==> config.mk <==
export PLATFORM = sky130hd
export DESIGN_NAME = rf_access_sequencer
export DESIGN_NICKNAME = d
export VERILOG_FILES = /design/src/rtl/rf_access_sequencer.sv
export SDC_FILE = /design/constraint.sdc
export NUM_CORES = 1
export LEC_CHECK = 0
export BUFFER_PORTS_ARGS = -buffer_cell sky130_fd_sc_hd__buf_2
export CAP_MARGIN = 5
export CORE_MARGIN = 3
export CORE_UTILIZATION = 47
export DETAILED_ROUTE_END_ITERATION = 12
export PLACE_DENSITY = 0.8
export SLEW_MARGIN = 20
export SYNTH_ARGS = -nofsm -noshare
export SYNTH_HDL_FRONTEND = slang
export SYNTH_SLANG_ARGS = --single-unit
==> constraint.sdc <==
create_clock -name clk -period 3.3 [get_ports clk]
set_clock_uncertainty 0.15 [all_clocks]
set_input_delay 0.66 -clock clk [delete_from_list [all_inputs] [get_ports clk]]
set_output_delay 0.66 -clock clk [all_outputs]
set_load 0.02 [all_outputs]
==> src/rtl/rf_access_sequencer.sv <==
// Serializes one instruction's register-file traffic: operand read, operand handoff,
// result wait and writeback, so reads and writes to the file never overlap.
module rf_access_sequencer #(
  parameter int DATA_WIDTH       = 32,
  parameter int ADDR_WIDTH       = 5,
  parameter bit ZERO_REG_PROTECT = 1'b1
) (
  input  logic                  clk,
  input  logic                  rst,
  input  logic                  req_valid,
  output logic                  req_ready,
  input  logic [ADDR_WIDTH-1:0] req_rs,
  input  logic [ADDR_WIDTH-1:0] req_rt,
  input  logic [ADDR_WIDTH-1:0] req_rd,
  input  logic                  req_wb,
  output logic                  opnd_valid,
  input  logic                  opnd_ready,
  output logic [DATA_WIDTH-1:0] opnd_a,
  output logic [DATA_WIDTH-1:0] opnd_b,
  input  logic                  res_valid,
  output logic                  res_ready,
  input  logic [DATA_WIDTH-1:0] res_data,
  output logic [ADDR_WIDTH-1:0] rf_addr_r1,
  output logic [ADDR_WIDTH-1:0] rf_addr_r2,
  output logic [ADDR_WIDTH-1:0] rf_addr_w,
  output logic [DATA_WIDTH-1:0] rf_data_w,
  output logic                  rf_read,
  output logic                  rf_write,
  input  logic [DATA_WIDTH-1:0] rf_data_r1,
  input  logic [DATA_WIDTH-1:0] rf_data_r2,
  output logic                  busy
);

  typedef enum logic [2:0] {
    S_IDLE,
    S_RD_ISSUE,
    S_RD_CAP,
    S_OPND,
    S_WAIT_RES,
    S_WR
  } state_t;

  state_t state;
  logic   wb;

  // Every output is a flop loaded with the value belonging to the state being
  // entered, so strobes never glitch and all drop at once on reset.
  // NOTE: non-blocking assignments only here; blocking ones would let later
  // statements in this block observe half-updated state.
  always_ff @(posedge clk or negedge rst) begin
    if (!rst) begin
      state      <= S_IDLE;
      wb         <= 1'b0;
      req_ready  <= 1'b1;
      opnd_valid <= 1'b0;
      res_ready  <= 1'b0;
      rf_read    <= 1'b0;
      rf_write   <= 1'b0;
      busy       <= 1'b0;
      opnd_a     <= '0;
      opnd_b     <= '0;
      rf_data_w  <= '0;
      rf_addr_r1 <= '0;
      rf_addr_r2 <= '0;
      rf_addr_w  <= '0;
    end else begin
      case (state)
        S_IDLE: begin
          if (req_valid) begin
            rf_addr_r1 <= req_rs;
            rf_addr_r2 <= req_rt;
            rf_addr_w  <= req_rd;
            wb         <= req_wb;
            req_ready  <= 1'b0;
            busy       <= 1'b1;
            rf_read    <= 1'b1;
            state      <= S_RD_ISSUE;
          end
        end
        S_RD_ISSUE: begin
          state <= S_RD_CAP;
        end
        // Read stays asserted a second cycle so a file with registered read
        // data has presented it by this edge.
        S_RD_CAP: begin
          opnd_a     <= rf_data_r1;
          opnd_b     <= rf_data_r2;
          rf_read    <= 1'b0;
          opnd_valid <= 1'b1;
          state      <= S_OPND;
        end
        S_OPND: begin
          if (opnd_ready) begin
            opnd_valid <= 1'b0;
            if (wb) begin
              res_ready <= 1'b1;
              state     <= S_WAIT_RES;
            end else begin
              req_ready <= 1'b1;
              busy      <= 1'b0;
              state     <= S_IDLE;
            end
          end
        end
        S_WAIT_RES: begin
          if (res_valid) begin
            rf_data_w <= res_data;
            res_ready <= 1'b0;
            rf_write  <= !(ZERO_REG_PROTECT && (rf_addr_w == '0));
            state     <= S_WR;
          end
        end
        S_WR: begin
          rf_write  <= 1'b0;
          req_ready <= 1'b1;
          busy      <= 1'b0;
          state     <= S_IDLE;
        end
        default: begin
          opnd_valid <= 1'b0;
          res_ready  <= 1'b0;
          rf_read    <= 1'b0;
          rf_write   <= 1'b0;
          req_ready  <= 1'b1;
          busy       <= 1'b0;
          state      <= S_IDLE;
        end
      endcase
    end
  end

endmodule

==> results of run 1 <==
==> critical path, stage by stage, from the launching register on <==
cell	delay, ps
dfrtp_1	670
nand2_1	200
nor3_4	150
buf_4	390
mux2_2	400
==> worst min path at each step <==
stage                   from       endpoint  cells past startpoint
2_1_floorplan            rst           busy                      0
3_3_place_gp      opnd_b[15]     opnd_b[15]                      1
3_5_place_dp   rf_data_w[27]  rf_data_w[27]                      1
4_1_cts                  rst   rf_data_w[9]                      2
5_1_grt                  rst   rf_data_w[6]                      2
6_report                 rst  rf_data_w[10]                      2
==> per-stage QoR <==
stage,cells,setup WS (ps),power [W]
floorplan,290,1490,0.00484
CTS,672,1190,0.00756
detailed placement,640,1150,0.00587
global route,672,1060,0.00789
finish,672,1190,0.00745
global placement,640,1190,0.00574
==> power groups by stage <==
stage	sequential, W	clock [W]	combinational, W
finish	0.00267	0.00165	0.00313
detailed placement	0.00270	0	0.00317
CTS	0.00268	0.00169	0.00318
global route	0.00279	0.00177	0.00333
floorplan	0.00352	0	0.00132
global placement	0.00265	0	0.00309
==> cell families after synthesis <==
kind of cell / synth area share
AOI/OAI and AO/OA: 0.0179
DFF: 0.645
buffers and inverters: 0.0331
muxes: 0.269
and+or+nand+nor: 0.0349
==> registers in the layout (all words and copies together), names as in the netlist <==
name        flops
rf_addr_r2      5
req_ready       1
wb              1
rf_read         1
rf_addr_r1      5
rf_write        1
opnd_a         32
rf_data_w      32
busy            1
rf_addr_w       5
state           3
res_ready       1
opnd_valid      1
opnd_b         32
==> layer usage <==
metal / GRT usage / part of all wire
met5: 0 / 0
met4: 0.0666 / 0.012
met3: 0.0619 / 0.082
met2: 0.332 / 0.52
met1: 0.230 / 0.39
==> layout by cell type (no fill, tap or decap) <==
cell and instances:
mux2_2 102, dfrtp_1 120, nor3_1 2, buf_4 3
and2b_2 1, o21ai_0 2, and3_1 1, dfstp_2 1
o32ai_1 1, o22ai_1 1, a21oi_1 3, nor2_1 6
clkbuf_16 16, inv_6 2, nand2_1 5, nand4_1 1
buf_12 2, a21bo_2 1, buf_2 232, o21bai_1 1
clkinv_2 4, nor4_1 1, bufinv_16 1, a21boi_0 1
o32a_1 1, a2bb2oi_1 1, clkinv_4 4, clkbuf_1 1
inv_1 3, nor4b_4 1, clkinvlp_4 3, clkbuf_8 1
nor2b_1 4, nor3_4 1, or3_1 1, mux2_1 10
nor3b_1 2
==> cell type report <==
cell class / instances / area [sq um]
Sequential cell: 121 / 3030
Fill cell: 684 / 2980
Multi-Input combinational cell: 150 / 1510
Timing Repair Buffer: 237 / 1220
Clock buffer: 18 / 418
Tap cell: 129 / 161
Clock inverter: 14 / 125
Inverter: 3 / 11.3
==> out/metrics.cfg, run 1 <==
[floorplanning]
initial_core_util = 0.496
die-area_sq_um = 11200
fp-row-count = 35
dieHeight_microns = 106
pin_count = 234
die_w_microns = 106
coreArea_sq_um = 9460

[setup_path]
crit_required_ps = 3520
cp_max_fo = 33
r2r_slack_ps = 1190
startpoint_type = flop
crit_path_start = state[2]
criticalPathCategory = reg -> reg
r2r_start = state[2]
r2r_end = rf_data_w[0]
r2r_cells = 4
crit_path_end = rf_data_w[0]
worstPathArrival_ps = 2330
end_kind = flop

[detailed_routing]
antenna_left = 0
via_per_inst = 4.81
wl_per_cell_microns = 16.0
drc = 0
first_pass_iters = 5
wl_microns = 10800
drt_iter0_drc = 132
vias = 3231

[final_layout]
finalNetCount = 647
finish.utilization = 0.685
drive_gt1_frac = 0.691
antenna_cells = 0
syn2layout_area_growth_pct = 38.0
design_area_sq_um = 6480

[cts]
cts_hold_buf = 0
htree_levels = 4
post_cts_buffers = 0
numCtsBuffers = 17
cts_root_buffer = clkbuf_8
clk_pin_slew_worst_paths_ps = 60
clk_latency_ps = 500
clkSinkCount = 121
cts_resized = 0
cts_tree = done
clk_path_buf_depth = 2

[power]
power.net_switching_w = 0.00283
peakVddDrop_uv = 601
leakage_nw = 3.30
power.internal_w = 0.00462
power.share.switching = 0.380
power_density_nw_per_um2 = 1150
seqPwrFrac = 0.359
clkPwrFrac = 0.222
p_comb_frac = 0.420

[grt]
grt_max_degree = 122
grt_pass1_vias = 3352
globalRouteOverflowTotal = 0
grt_pass1_wl_microns = 17000
grt_usage = 0.193
antenna_found_initial = 0

[sta]
setup_tns_ps = 0
hold_viol_final = 0
hold_slack_ps = 83.9
rsz0062_at_grt = no
finalSetupViolCount = 0
tightest_slew_ps = 633
clock.fmax_mhz = 475
fin_crit_ps = 2110
slew_viol_final = 0
slew_headroom = 0.578
min_period_over_period = 0.638

[synthesis]
postSynthAreaPerCell_sq_um = 16.2
synth_nets = 407
ys_ff_latch = 121
synthFlopType = dfrtp_1
synthCells = 290
synth_area_leaders = dfrtp_1 (64%), mux2_2 (24%), mux2_1 (2.4%)
netlist_top_cells_count = dfrtp_1 (120), mux2_2 (102), mux2_1 (10)
seq_area_frac_synth = 0.645
yosysMostFrequentCell = dfrtp_1
synth_top_area_share = 0.640
ys_warn_count = 0
synth_cell_types = 30
synth_edf_count = 0
async_flop_share = 1.00
yosys.area.top_type = dfrtp_1
syn-cell-area_sq_um = 4690

[placement]
placed_cell_area_sq_um = 5940
io_buffers = 233
place.gp.congestion = 0.742
place_hpwl_microns = 7920

[hold_path]
hold_class = in -> async

[run]
max-cap-violations = 0

[status]
status = finished, final reports clean

No activity file was read; power rests on OpenSTA's default activity.
==> run 2: changes to the inputs <==
--- a/config.mk
+++ b/config.mk
@@ -8,9 +8,9 @@
 export BUFFER_PORTS_ARGS = -buffer_cell sky130_fd_sc_hd__buf_2
 export CAP_MARGIN = 5
 export CORE_MARGIN = 3
-export CORE_UTILIZATION = 47
+export CORE_UTILIZATION = 41
 export DETAILED_ROUTE_END_ITERATION = 12
-export PLACE_DENSITY = 0.8
+export PLACE_DENSITY = 0.74
 export SLEW_MARGIN = 20
 export SYNTH_ARGS = -nofsm -noshare
 export SYNTH_HDL_FRONTEND = slang
==> constraint.sdc (replaced) <==
create_clock -name clk -period 1.9 [get_ports clk]
set_clock_uncertainty 0.15 [all_clocks]
set_input_delay 0.38 -clock clk [delete_from_list [all_inputs] [get_ports clk]]
set_output_delay 0.38 -clock clk [all_outputs]
set_load 0.02 [all_outputs]
==> run 2 against run 1 <==
Against the previous run:
- setup slack got worse by 970 ps
- core utilization down 7.7 points
- sequential share of layout area decreased by 1.6 points
- first-iteration DRC count down 4.5%
- count of clock-buffer cells in the layout increased by 7
- critical endpoint is now rf_addr_r1[1]
- largest cell class unchanged
==> out/metrics.cfg, run 2 (synthesized netlist as in run 1, its figures left out) <==
[grt]
grt_usage = 0.171  ; was 0.193
grt_pass1_wl_microns = 17100  ; was 17,000 microns
grt_max_degree = 61  ; was 122
antenna_found_initial = 0  ; unchanged
globalRouteOverflowTotal = 0  ; unchanged
grt_pass1_vias = 3432  ; was 3,352

[final_layout]
largestRegisters = opnd_a x32, opnd_b x32, rf_data_w x32  ; unchanged
drive_gt1_frac = 0.688  ; was 0.691
syn2layout_area_growth_pct = 42.8  ; was 38.0%
n_fill_cell = 873  ; was 684
antenna_cells = 0  ; unchanged
register_area_sq_um = 3030  ; unchanged
finalNetCount = 656  ; was 647
finish.utilization = 0.608  ; was 0.685
multi_input_area_sq_um = 1510  ; unchanged
final_cell_mix = buf_2 (232), dfrtp_1 (120), mux2_2 (102)  ; unchanged
layout_commonest_cell = buf_2  ; unchanged

[cts]
cts_tree = done  ; unchanged
clkSinkCount = 121  ; unchanged
numCtsBuffers = 17  ; unchanged
htree_levels = 4  ; unchanged
clk_pin_slew_worst_paths_ps = 50  ; was 60 ps
clk_path_buf_depth = 2  ; unchanged
clk_latency_ps = 400  ; was 500 ps
cts_root_buffer = clkbuf_16  ; was clkbuf_8

[sta]
rsz0062_at_grt = no  ; unchanged
fin_crit_ps = 1680  ; was 2110 ps
min_period_over_period = 0.883  ; was 0.638
clock.fmax_mhz = 596  ; was 475 MHz
slew_viol_final = 0  ; unchanged
setup_tns_ps = 0  ; unchanged
tightest_slew_ps = 323  ; was 633 ps
finalSetupViolCount = 0  ; unchanged
hold_viol_final = 0  ; unchanged
slew_headroom = 0.785  ; was 0.578

[run]
max-cap-violations = 0  ; unchanged

[detailed_routing]
drt_iter0_drc = 126  ; was 132
first_pass_iters = 4  ; was 5
wl_per_cell_microns = 15.4  ; was 16.0 microns
drc = 0  ; unchanged
antenna_left = 0  ; unchanged
via_per_inst = 4.73  ; was 4.81
wl_microns = 10600  ; was 10,800 microns
vias = 3274  ; was 3,231

[setup_path]
r2r_cells = 4  ; unchanged
cp_slowest_cell = dfrtp_1  ; unchanged
slowest_delay_ps = 390  ; was 670 ps
crit_required_ps = 2040  ; was 3520 ps
startpoint_type = flop  ; unchanged
crit_chain = buf_4 -> nor4b_4 -> buf_12 -> mux2_2  ; was nand2_1 -> nor3_4 -> buf_4 -> mux2_2
end_kind = flop  ; unchanged
cp_max_fo = 16  ; was 33
worstPathArrival_ps = 1810  ; was 2330 ps
criticalPathCategory = reg -> reg  ; unchanged

[hold_path]
hold_class = in -> reg  ; was in -> async
min_path_cells = 2

[floorplanning]
dieHeight_microns = 113  ; was 106 microns
pin_count = 234  ; unchanged
initial_core_util = 0.425  ; was 0.496
die-area_sq_um = 12800  ; was 11,200 sq um
fp-row-count = 38  ; was 35
coreArea_sq_um = 11000  ; was 9460 sq um
die_w_microns = 113  ; was 106 microns

[placement]
place_hpwl_microns = 7770  ; was 7920 microns
io_buffers = 233  ; unchanged
place.gp.congestion = 0.774  ; was 0.742

[power]
leakage_nw = 3.40  ; was 3.30 nW
power_density_nw_per_um2 = 2030  ; was 1150 nW/um^2
peakVddDrop_uv = 983  ; was 601 uV

[status]
status = finished, final reports clean  ; unchanged

==> run 2: worst paths after layout <==
path,startpoint,to,slack [ps]
worst max-delay path,state[1],rf_addr_r1[1],220
worst min-delay path,rf_data_r1[31],opnd_a[31],40
worst max register to register,state[1],rf_addr_r1[1],220
worst min register to register,opnd_b[3],opnd_b[3],330
max in group asynchronous,rst,req_ready,840
min in group asynchronous,rst,opnd_a[18],180
==> run 2: worst max-delay path: cells and delay by family (launching register included) <==
kind	cells	cell delay, ps
buffers and inverters	2	370
AND/OR/NAND/NOR	1	300
flip-flops	1	390
multiplexers	1	340
==> run 2: per-layer routing <==
| layer | GRT usage | part of all wire |
|---|---|---|
| met1 | 0.197 | 0.38 |
| met2 | 0.278 | 0.51 |
| met3 | 0.0668 | 0.082 |
| met4 | 0.0889 | 0.025 |
| met5 | 0 | 0 |
==> run 2: timing repair <==
action,CTS,global route
gates resized for setup,0,0
buffers inserted,0,0
endpoints found under the hold margin,120,0
hold buffers,1,0
==> run 2: area by class of cell <==
type,count,area share
multi-input combinational,150,0.225
clock buffer,25,0.0739
timing repair buffer,246,0.200
sequential,121,0.452
inverter,3,0.00168
tap,140,0.0261
clock inverter,7,0.0205
==> run 2: where the power goes <==
group / internal [W] / total (W) / switching, W / leakage, nW
Combinational: 0.00253 / 0.00566 / 0.00314 / 1.62
Sequential: 0.00390 / 0.00455 / 0.000645 / 1.47
Clock: 0.00233 / 0.00340 / 0.00107 / 0.307
==> run 2: metrics by stage <==
step | instance area, sq um | hold WS, ps | power (W) | worst slack [ps] | cells
floorplan | 4690 | -65.6 | 0.00840 | 152 | 290
global placement | 6060 | 61.1 | 0.0101 | 246 | 659
detailed placement | 6060 | 65.7 | 0.0103 | 232 | 659
CTS | 6700 | 19.5 | 0.0138 | 216 | 692
global route | 6700 | 26.2 | 0.0144 | 141 | 692
finish | 6700 | 40.3 | 0.0136 | 221 | 692
